## src/rtl/hazard_unit_if.sv

```systemverilog
// Signal bundle between the pipeline datapath and hazard_unit.
// The master drives the hazard sources. The slave returns stall, flush and freeze controls.
interface hazard_unit_if;
  logic [4:0]  id_rs1;
  logic [4:0]  id_rs2;
  logic        id_use_rs1;
  logic        id_use_rs2;
  logic [4:0]  ex_rd;
  logic        ex_reg_write;
  logic        ex_is_load;
  logic        branch_taken;
  logic        mem_req;
  logic        mem_ready;
  logic        pc_stall;
  logic        ifid_stall;
  logic        ifid_flush;
  logic        idex_bubble;
  logic        pipe_freeze;
  logic [4:0]  fwd_rd;
  logic        mem_timeout;
  logic [15:0] stall_cycles;

  modport master (
    output id_rs1, id_rs2, id_use_rs1, id_use_rs2, ex_rd, ex_reg_write,
           ex_is_load, branch_taken, mem_req, mem_ready,
    input  pc_stall, ifid_stall, ifid_flush, idex_bubble, pipe_freeze,
           fwd_rd, mem_timeout, stall_cycles
  );

  modport slave (
    input  id_rs1, id_rs2, id_use_rs1, id_use_rs2, ex_rd, ex_reg_write,
           ex_is_load, branch_taken, mem_req, mem_ready,
    output pc_stall, ifid_stall, ifid_flush, idex_bubble, pipe_freeze,
           fwd_rd, mem_timeout, stall_cycles
  );
endinterface

```

## src/rtl/hazard_unit.sv

```systemverilog
// Load-use / taken-branch / memory-wait hazard controller for the five-stage core.
// Defining HAZARD_PERF_CNT_EN enables the saturating stall_cycles performance counter.
module hazard_unit #(
  parameter int unsigned TIMEOUT = 255
) (
  input  logic         clk,
  input  logic         reset,
  hazard_unit_if.slave hz
);

  localparam logic [7:0] TIMEOUT_CNT = 8'(TIMEOUT);

  typedef enum logic {
    RUN      = 1'b0,
    MEM_WAIT = 1'b1
  } state_t;

  state_t     state_reg, state_next;
  logic       flush_pend_reg, flush_pend_next;
  logic [7:0] wait_cnt_reg, wait_cnt_next;
  logic       mem_timeout_reg, mem_timeout_next;

  logic       freeze_raw;
  logic       freeze;
  logic       flush;
  logic       lu;
  logic       lu_stall;
  logic       pc_stall;

  // One comparator per source operand of the ID instruction.
  logic [4:0] src_rs [2];
  logic [1:0] src_use;
  logic [1:0] src_hit;

  assign src_rs[0]  = hz.id_rs1;
  assign src_rs[1]  = hz.id_rs2;
  assign src_use[0] = hz.id_use_rs1;
  assign src_use[1] = hz.id_use_rs2;

  genvar gi;
  generate
    for (gi = 0; gi < 2; gi++) begin : g_src
      assign src_hit[gi] = src_use[gi] & (src_rs[gi] == hz.ex_rd);
    end
  endgenerate

  assign lu = hz.ex_is_load & hz.ex_reg_write & (hz.ex_rd != 5'd0) & (|src_hit);

  always_ff @(posedge clk) begin
    if (reset) begin
      state_reg       <= RUN;
      flush_pend_reg  <= 1'b0;
      wait_cnt_reg    <= 8'd0;
      mem_timeout_reg <= 1'b0;
    end else begin
      state_reg       <= state_next;
      flush_pend_reg  <= flush_pend_next;
      wait_cnt_reg    <= wait_cnt_next;
      mem_timeout_reg <= mem_timeout_next;
    end
  end

  always_comb begin
    state_next       = state_reg;
    flush_pend_next  = flush_pend_reg;
    wait_cnt_next    = wait_cnt_reg;
    mem_timeout_next = mem_timeout_reg;
    freeze_raw       = 1'b0;

    case (state_reg)
      RUN: begin
        wait_cnt_next = 8'd0;
        freeze_raw    = hz.mem_req & ~hz.mem_ready;
        if (freeze_raw) state_next = MEM_WAIT;
      end
      MEM_WAIT: begin
        freeze_raw = ~hz.mem_ready;
        if (wait_cnt_reg != 8'hFF) wait_cnt_next = wait_cnt_reg + 8'd1;
        // Flag only; the freeze is held until memory actually answers.
        if (wait_cnt_reg == TIMEOUT_CNT) mem_timeout_next = 1'b1;
        if (hz.mem_ready) state_next = RUN;
      end
    endcase

    // Reset outranks every hazard, so nothing is asserted while it is held.
    freeze   = freeze_raw & ~reset;
    flush    = ~reset & ~freeze & (hz.branch_taken | flush_pend_reg);
    lu_stall = ~reset & lu & ~freeze & ~flush;

    // A branch resolved during a freeze is remembered and squashed on release.
    if (freeze && hz.branch_taken) flush_pend_next = 1'b1;
    else if (flush)                flush_pend_next = 1'b0;
  end

  assign pc_stall        = freeze | lu_stall;
  assign hz.pc_stall     = pc_stall;
  assign hz.ifid_stall   = pc_stall;
  assign hz.ifid_flush   = flush;
  assign hz.idex_bubble  = flush | lu_stall;
  assign hz.pipe_freeze  = freeze;
  assign hz.fwd_rd       = hz.ex_reg_write ? hz.ex_rd : 5'd0;
  assign hz.mem_timeout  = mem_timeout_reg;

`ifdef HAZARD_PERF_CNT_EN
  logic [15:0] stall_cycles_reg;

  always_ff @(posedge clk) begin
    if (reset) begin
      stall_cycles_reg <= 16'd0;
    end else if ((pc_stall | flush) && (stall_cycles_reg != 16'hFFFF)) begin
      stall_cycles_reg <= stall_cycles_reg + 16'd1;
    end
  end

  assign hz.stall_cycles = stall_cycles_reg;
`else
  assign hz.stall_cycles = 16'd0;
`endif

endmodule

```

## src/flat_wrapper.sv

```systemverilog
// flat-port wrapper written by rule: the top's interface ports become plain ports
module hazard_unit_flat 
#(
  parameter int unsigned TIMEOUT = 255
)
  (clk, reset, hz_id_rs1, hz_id_rs2, hz_id_use_rs1, hz_id_use_rs2, hz_ex_rd, hz_ex_reg_write, hz_ex_is_load, hz_branch_taken, hz_mem_req, hz_mem_ready, hz_pc_stall, hz_ifid_stall, hz_ifid_flush, hz_idex_bubble, hz_pipe_freeze, hz_fwd_rd, hz_mem_timeout, hz_stall_cycles);
  hazard_unit_if hz_i ();
  input  logic clk;
  input  logic reset;
  input wire logic [$bits(hz_i.id_rs1)-1:0] hz_id_rs1;
  input wire logic [$bits(hz_i.id_rs2)-1:0] hz_id_rs2;
  input wire logic [$bits(hz_i.id_use_rs1)-1:0] hz_id_use_rs1;
  input wire logic [$bits(hz_i.id_use_rs2)-1:0] hz_id_use_rs2;
  input wire logic [$bits(hz_i.ex_rd)-1:0] hz_ex_rd;
  input wire logic [$bits(hz_i.ex_reg_write)-1:0] hz_ex_reg_write;
  input wire logic [$bits(hz_i.ex_is_load)-1:0] hz_ex_is_load;
  input wire logic [$bits(hz_i.branch_taken)-1:0] hz_branch_taken;
  input wire logic [$bits(hz_i.mem_req)-1:0] hz_mem_req;
  input wire logic [$bits(hz_i.mem_ready)-1:0] hz_mem_ready;
  output wire logic [$bits(hz_i.pc_stall)-1:0] hz_pc_stall;
  output wire logic [$bits(hz_i.ifid_stall)-1:0] hz_ifid_stall;
  output wire logic [$bits(hz_i.ifid_flush)-1:0] hz_ifid_flush;
  output wire logic [$bits(hz_i.idex_bubble)-1:0] hz_idex_bubble;
  output wire logic [$bits(hz_i.pipe_freeze)-1:0] hz_pipe_freeze;
  output wire logic [$bits(hz_i.fwd_rd)-1:0] hz_fwd_rd;
  output wire logic [$bits(hz_i.mem_timeout)-1:0] hz_mem_timeout;
  output wire logic [$bits(hz_i.stall_cycles)-1:0] hz_stall_cycles;
  assign hz_i.id_rs1 = hz_id_rs1;
  assign hz_i.id_rs2 = hz_id_rs2;
  assign hz_i.id_use_rs1 = hz_id_use_rs1;
  assign hz_i.id_use_rs2 = hz_id_use_rs2;
  assign hz_i.ex_rd = hz_ex_rd;
  assign hz_i.ex_reg_write = hz_ex_reg_write;
  assign hz_i.ex_is_load = hz_ex_is_load;
  assign hz_i.branch_taken = hz_branch_taken;
  assign hz_i.mem_req = hz_mem_req;
  assign hz_i.mem_ready = hz_mem_ready;
  assign hz_pc_stall = hz_i.pc_stall;
  assign hz_ifid_stall = hz_i.ifid_stall;
  assign hz_ifid_flush = hz_i.ifid_flush;
  assign hz_idex_bubble = hz_i.idex_bubble;
  assign hz_pipe_freeze = hz_i.pipe_freeze;
  assign hz_fwd_rd = hz_i.fwd_rd;
  assign hz_mem_timeout = hz_i.mem_timeout;
  assign hz_stall_cycles = hz_i.stall_cycles;
  hazard_unit #(.TIMEOUT(TIMEOUT)) u_core (.clk(clk), .reset(reset), .hz(hz_i));
endmodule
```

## config.mk

```make
export PLATFORM = sky130hd
export DESIGN_NAME = hazard_unit_flat
export DESIGN_NICKNAME = d
export VERILOG_FILES = /design/src/rtl/hazard_unit_if.sv /design/src/rtl/hazard_unit.sv /design/src/flat_wrapper.sv
export SDC_FILE = /design/constraint.sdc
export NUM_CORES = 1
export LEC_CHECK = 0
export CAP_MARGIN = 15
export CORE_UTILIZATION = 39
export DETAILED_ROUTE_END_ITERATION = 6
export PLACE_DENSITY = 0.85
export SETUP_SLACK_MARGIN = 0.3
export SKIP_LAST_GASP = 1
export SLEW_MARGIN = 30
export SYNTH_ARGS = -nofsm -noshare
export SYNTH_HDL_FRONTEND = slang
export SYNTH_SLANG_ARGS = --single-unit
```

## constraint.sdc

```tcl
create_clock -name clk -period 2.83 [get_ports clk]
set_input_delay 0.4245 -clock clk [delete_from_list [all_inputs] [get_ports clk]]
set_output_delay 0.4245 -clock clk [all_outputs]
set_load 0.02 [all_outputs]
```

# Word level (Yosys, flattened, before mapping)
# Index checks and enable logic that the tools add are counted.
[word_totals]
inputBits = 24
ram_bits = 0
n_memories = 0
wordCells = 44
latchBits = 0
reg_bits = 11
mem_bits_ro = 0
[op_classes]
shift = 0
addsub = 1
div_mod_pow = 0
n_mul = 0
eq_ne = 5
order_cmp = 0
muxes = 9
bitwise_logic = 20
n_reduce_logical = 5
[ops]
columns = ["cell", "count"]
rows = [
  ["$pmux 8 s2", 1],
  ["$and 1x1->1", 12],
  ["$eq 5x5->1", 2],
  ["$add 8x1->8 const B", 1],
  ["$eq 8x8->1 const B", 1],
  ["$mux 8", 1],
  ["$ne 8x8->1 const B", 1],
  ["$mux 5", 1],
  ["$not 1->1", 5],
  ["$reduce_bool 5->1", 1],
  ["$mux 1", 4],
  ["$pmux 1 s2", 2],
  ["$or 1x1->1", 3],
  ["$ne 2x2->1 const B", 1],
  ["$reduce_and 2->1", 1],
  ["$reduce_bool 2->1", 1],
  ["$reduce_or 2->1", 1],
  ["$logic_and 1x1->1", 1],
]

# Longest topological paths before layout
# Gate-level depths: netlist of run 1.
[logic_depth]
ltp_word = 10
ltp_mapped = 5
ltp_nobuf = 5

# Least setup slack after synthesis of run 1
# OpenSTA, ideal clock, no wires.
[synth_timing]
kind = "input -> output"
from = "in hz_ex_rd[3]"
to = "out hz_pc_stall"
setup_slack_ps = 740
arrival_ps = 1666
required_ps = 2406
cell_stages = 5
cell_sequence = "xor2_1 nor4_2 a32oi_1 o31ai_2 buf_4"
[synth_between]
elab_chain_cells = 8
word_cells_on_any_way = 12
[synth_lines]
columns = ["element", "line_no", "text"]
rows = [
  ["start, declared", "flat_wrapper.sv:14", "input wire logic [$bits(hz_i.ex_rd)-1:0] hz_ex_rd;"],
  ["$eq 5x5->1", "hazard_unit.sv:43", "assign src_hit[gi] = src_use[gi] & (src_rs[gi] == hz.ex_rd);"],
  ["$and 1x1->1", "hazard_unit.sv:43", ""],
  ["$reduce_or 2->1", "hazard_unit.sv:47", "assign lu = hz.ex_is_load & hz.ex_reg_write & (hz.ex_rd != 5'd0) & (|src_hit);"],
  ["$and 1x1->1 *", "hazard_unit.sv:47", ""],
  ["$and 1x1->1 * (3 in series)", "hazard_unit.sv:88", "lu_stall = ~reset & lu & ~freeze & ~flush;"],
  ["$or 1x1->1 *", "hazard_unit.sv:95", "assign pc_stall = freeze | lu_stall;"],
  ["end, declared", "flat_wrapper.sv:20", "output wire logic [$bits(hz_i.pc_stall)-1:0] hz_pc_stall;"],
]
# Mark *: on every way between the ends. The rest lies on a longest branch, timed or not.

# Worst setup path in the final report of run 1
[layout_timing]
from = "in hz_id_rs1[1]"
to = "out hz_pc_stall"
[layout_between]
elab_chain_cells = 8
[layout_lines]
columns = ["element", "line_no", "text"]
rows = [
  ["start, declared", "flat_wrapper.sv:10", "input wire logic [$bits(hz_i.id_rs1)-1:0] hz_id_rs1;"],
  ["$eq 5x5->1", "hazard_unit.sv:43", ""],
  ["$and 1x1->1", "hazard_unit.sv:43", ""],
  ["$reduce_or 2->1", "hazard_unit.sv:47", ""],
  ["$and 1x1->1", "hazard_unit.sv:47", ""],
  ["$and 1x1->1 (3 in series)", "hazard_unit.sv:88", ""],
  ["$or 1x1->1", "hazard_unit.sv:95", ""],
]
# No other way between the ends.

==> results of run 1 <==
==> layer usage <==
metal  part of all wire [%]  vias to the layer above
met3                     13                        5
met4                    1.8                        0
met2                     49                       38
li1                       -                      371
met1                     36                      335
met5                      0                        -
==> layout make-up <==
type                            count  area share [%]
Tap cell                           27            2.90
Inverter                            3           0.966
Clock buffer                        4            2.25
Multi-Input combinational cell     81            44.6
Sequential cell                    11            18.9
Timing Repair Buffer               36            30.4
==> per-stage QoR <==
stage	hold slack [ps]	power, mW	std cells
4_1_cts	481	0.377	162
6_report	472	0.377	162
2_1_floorplan	497	0.233	113
5_1_grt	564	0.399	162
3_3_place_gp	453	0.272	158
3_5_place_dp	463	0.274	158
==> cells by family after synthesis <==
group	Yosys count
AOI/OAI and AO/OA	11
and+or+nand+nor	39
buffers and inverters	21
other	1
xor gates and xnor gates	11
adders and majority gates	1
muxes	3
DFF	11
==> how the worst max path moves through the flow <==
stage | start | endpoint | slack (ps)
after floorplan | hz_ex_rd[3] | hz_pc_stall | 740
after global placement | hz_ex_rd[3] | hz_pc_stall | -30
after detailed placement | hz_ex_rd[3] | hz_pc_stall | -160
after CTS | hz_ex_rd[3] | hz_idex_bubble | 300
after global routing | hz_ex_rd[3] | hz_pc_stall | 290
final | hz_id_rs1[1] | hz_pc_stall | 360
==> what timing repair did <==
| action | CTS | global route |
|---|---|---|
| setup endpoints to repair | 3 | 3 |
| resized for setup | 10 | 7 |
| pin swaps | 0 | 3 |
| hold buffers | 0 | 0 |
==> cell usage in the layout (no fill, tap or decap), drive strengths merged <==
cell type / instances
clkdlybuf4s15: 1
nor4: 2
and2: 8
dlygate4sd2: 1
nand2: 3
nor2: 12
o21bai: 2
and3: 1
nor3: 2
xor2: 9
o211ai: 1
nand4: 3
a31oi: 1
xnor2: 2
mux2i: 3
dlymetal6s2s: 2
a32oi: 1
nor2b: 1
buf: 4
clkdlybuf4s50: 28
dfxtp: 11
o21ai: 2
or4: 2
or2: 2
nand2b: 1
ha: 1
clkbuf: 4
inv: 3
o31ai: 1
o2111ai: 1
conb: 16
nand3: 2
a21oi: 2
==> report_power, final <==
| group | switching (mW) | internal (mW) |
|---|---|---|
| Clock | 0.0511 | 0.0546 |
| Combinational | 0.0580 | 0.0558 |
| Sequential | 0.00131 | 0.156 |
| Total | 0.110 | 0.267 |
==> worst max-delay path, cell delays in order <==
cell and delay (ps):
clkdlybuf4s50_1 420, xor2_1 160, nor4_2 340, a32oi_2 170, o31ai_2 340, buf_4 200
==> impl_metrics.csv, run 1 <==
group,metric,value,unit
outcome,status,"completed",
global_route,grt.total_usage,15.9,%
global_route,grt.met1_usage,15.1,%
layout,num_antenna_cells,0,
layout,area_growth,43.4,%
drt,drtIter0Drc,5,
sta,postLayoutSetupSlackWorst,357,ps
layout,fin_nets,161,
clock_network,cts_setup_buffers,0,
setup_path,rr_startpoint,"u_core.wait_cnt_reg[0]$_SDFFE_PP0N_",
logic_synthesis,synth_most_common_cell,"buf_4",
layout,largest_register_ffs,8,
setup_path,cp.required,2410,ps
logic_synthesis,synth_flop_cell,"dfxtp_1",
worst_hold_path,holdPathStages,2,
global_route,grt_pass1_vias,633,
clock_network,clkTransAtPathRegs,60,ps
layout,utilization,59.4,%
logic_synthesis,synth_top_family_by_area,"simple AND/OR/NAND/NOR gates",
clock_network,clock_path_buffers,2,
worst_hold_path,min_path_type,"reg -> reg",
sta,slew_viol_final,0,
placement,dp_slack,-161,ps
logic_synthesis,synth-xor-area-share,11.8,%
clock_network,htreeDepth,1,
drt,dr_total_vias,749,
drt,firstDrtPassIters,3,
global_route,grt_pass1_wl,2490,um
layout,seq_area,220,sq um
global_route,antenna_found_initial,0,
power,peakVddDrop,304,uV
sta,finalHoldViolCount,0,
global_route,busiest_layer,"met2",
logic_synthesis,async_reset_ff_share,0,%
drt,avgRoutedWirePerCell,11.7,um
floorplan,core,1960,sq um
sta,tns,0,ps
placement,io_buffer_count,34,
setup_path,critPathCaptureType,"primary output",
clock_network,cts_tree,"yes",
logic_synthesis,ys_types,36,
logic_synthesis,yosysSeqAreaShare,27.1,%
sta,finalSetupViolCount,0,
run,max_cap_violations,0,
setup_path,cp-start-kind,"input pin",
logic_synthesis,synthSimpleGateAreaFrac,27.4,%
placement,hpwl,1530,um
clock_network,clock_latency,270,ps
logic_synthesis,synthMuxAreaShare,3.69,%
logic_synthesis,yosys-top-cells-area,"dfxtp_1 27%, buf_4 16%, xor2_1 9.7%, nor2_1 5.1%, and2_1 4.6%",
floorplan,die_h,47.7,um
floorplan,die_w,47.7,um
logic_synthesis,synthesis.area,813,sq um
drt,ant_nets,0,
global_route,grt_use_met3,4.53,%
logic_synthesis,ys_warn_count,0,
layout,final_area,1170,sq um
drt,routed_via_density,4.62,
setup_path,r2r_cells,5,
setup_path,r2r_end,"u_core.wait_cnt_reg[1]$_SDFFE_PP0N_",
logic_synthesis,synth_edf_count,0,
sta,post-route-period-util,87.4,%
setup_path,cp_max_fo,2,
setup_path,rrSetupSlack,1350,ps
worst_hold_path,worstHoldStart,"u_core.hz.mem_timeout$_SDFFE_PP0P_",
layout,multi_input_area,520,sq um
global_route,grt_max_degree,9,
logic_synthesis,synth_top_area_cell,"dfxtp_1",
placement,place.gp.congestion,0.788,
placement,placed_area,1130,sq um
floorplan,rows,16,
floorplan,die_area,2270,sq um
logic_synthesis,synth-adder-area-share,1.54,%
layout,drive_gt1_share,13.3,%
clock_network,cts_buffers,3,
sta,rsz0062_at_grt,"no",
clock_network,clock-sinks,11,
logic_synthesis,syn-mean-instance-area,8.30,sq um
logic_synthesis,synth.top_cells.by_count,"17 x buf_4, 11 x dfxtp_1, 11 x nor2_1",
global_route,met2_usage,30.7,%
global_route,grt-ovfl-total,0,
clock_network,cts_root_buf,"clkbuf_4",
sta,period_needed,2470,ps
logic_synthesis,synth-seq-cells,11,
sta,clock_skew,3.62,ps
setup_path,critical_path_arrival,2050,ps
floorplan,ios,51,
worst_hold_path,hold_end,"u_core.hz.mem_timeout$_SDFFE_PP0P_",
drt,post-route-drc-count,0,
power,p_per_area,323,nW/um^2
sta,fmax,404,MHz
logic_synthesis,yosysTopAreaCellShare,27.1,%
power,power.leakage,0.482,nW
drt,drt_wl_total,1890,um
logic_synthesis,synth-compound-area-share,10.5,%
floorplan,initial_utilization,41.5,%
logic_synthesis,synthCells,98,
setup_path,worstSetupPathType,"in -> out",
layout,fillers,188,
(Power assumes the default switching activity.)
==> run 2: changes to the inputs <==
Settings changed: SLEW_MARGIN 30 to 20.
==> results of run 2 <==
Final layout, timing and power as in run 1 (identical DEF).
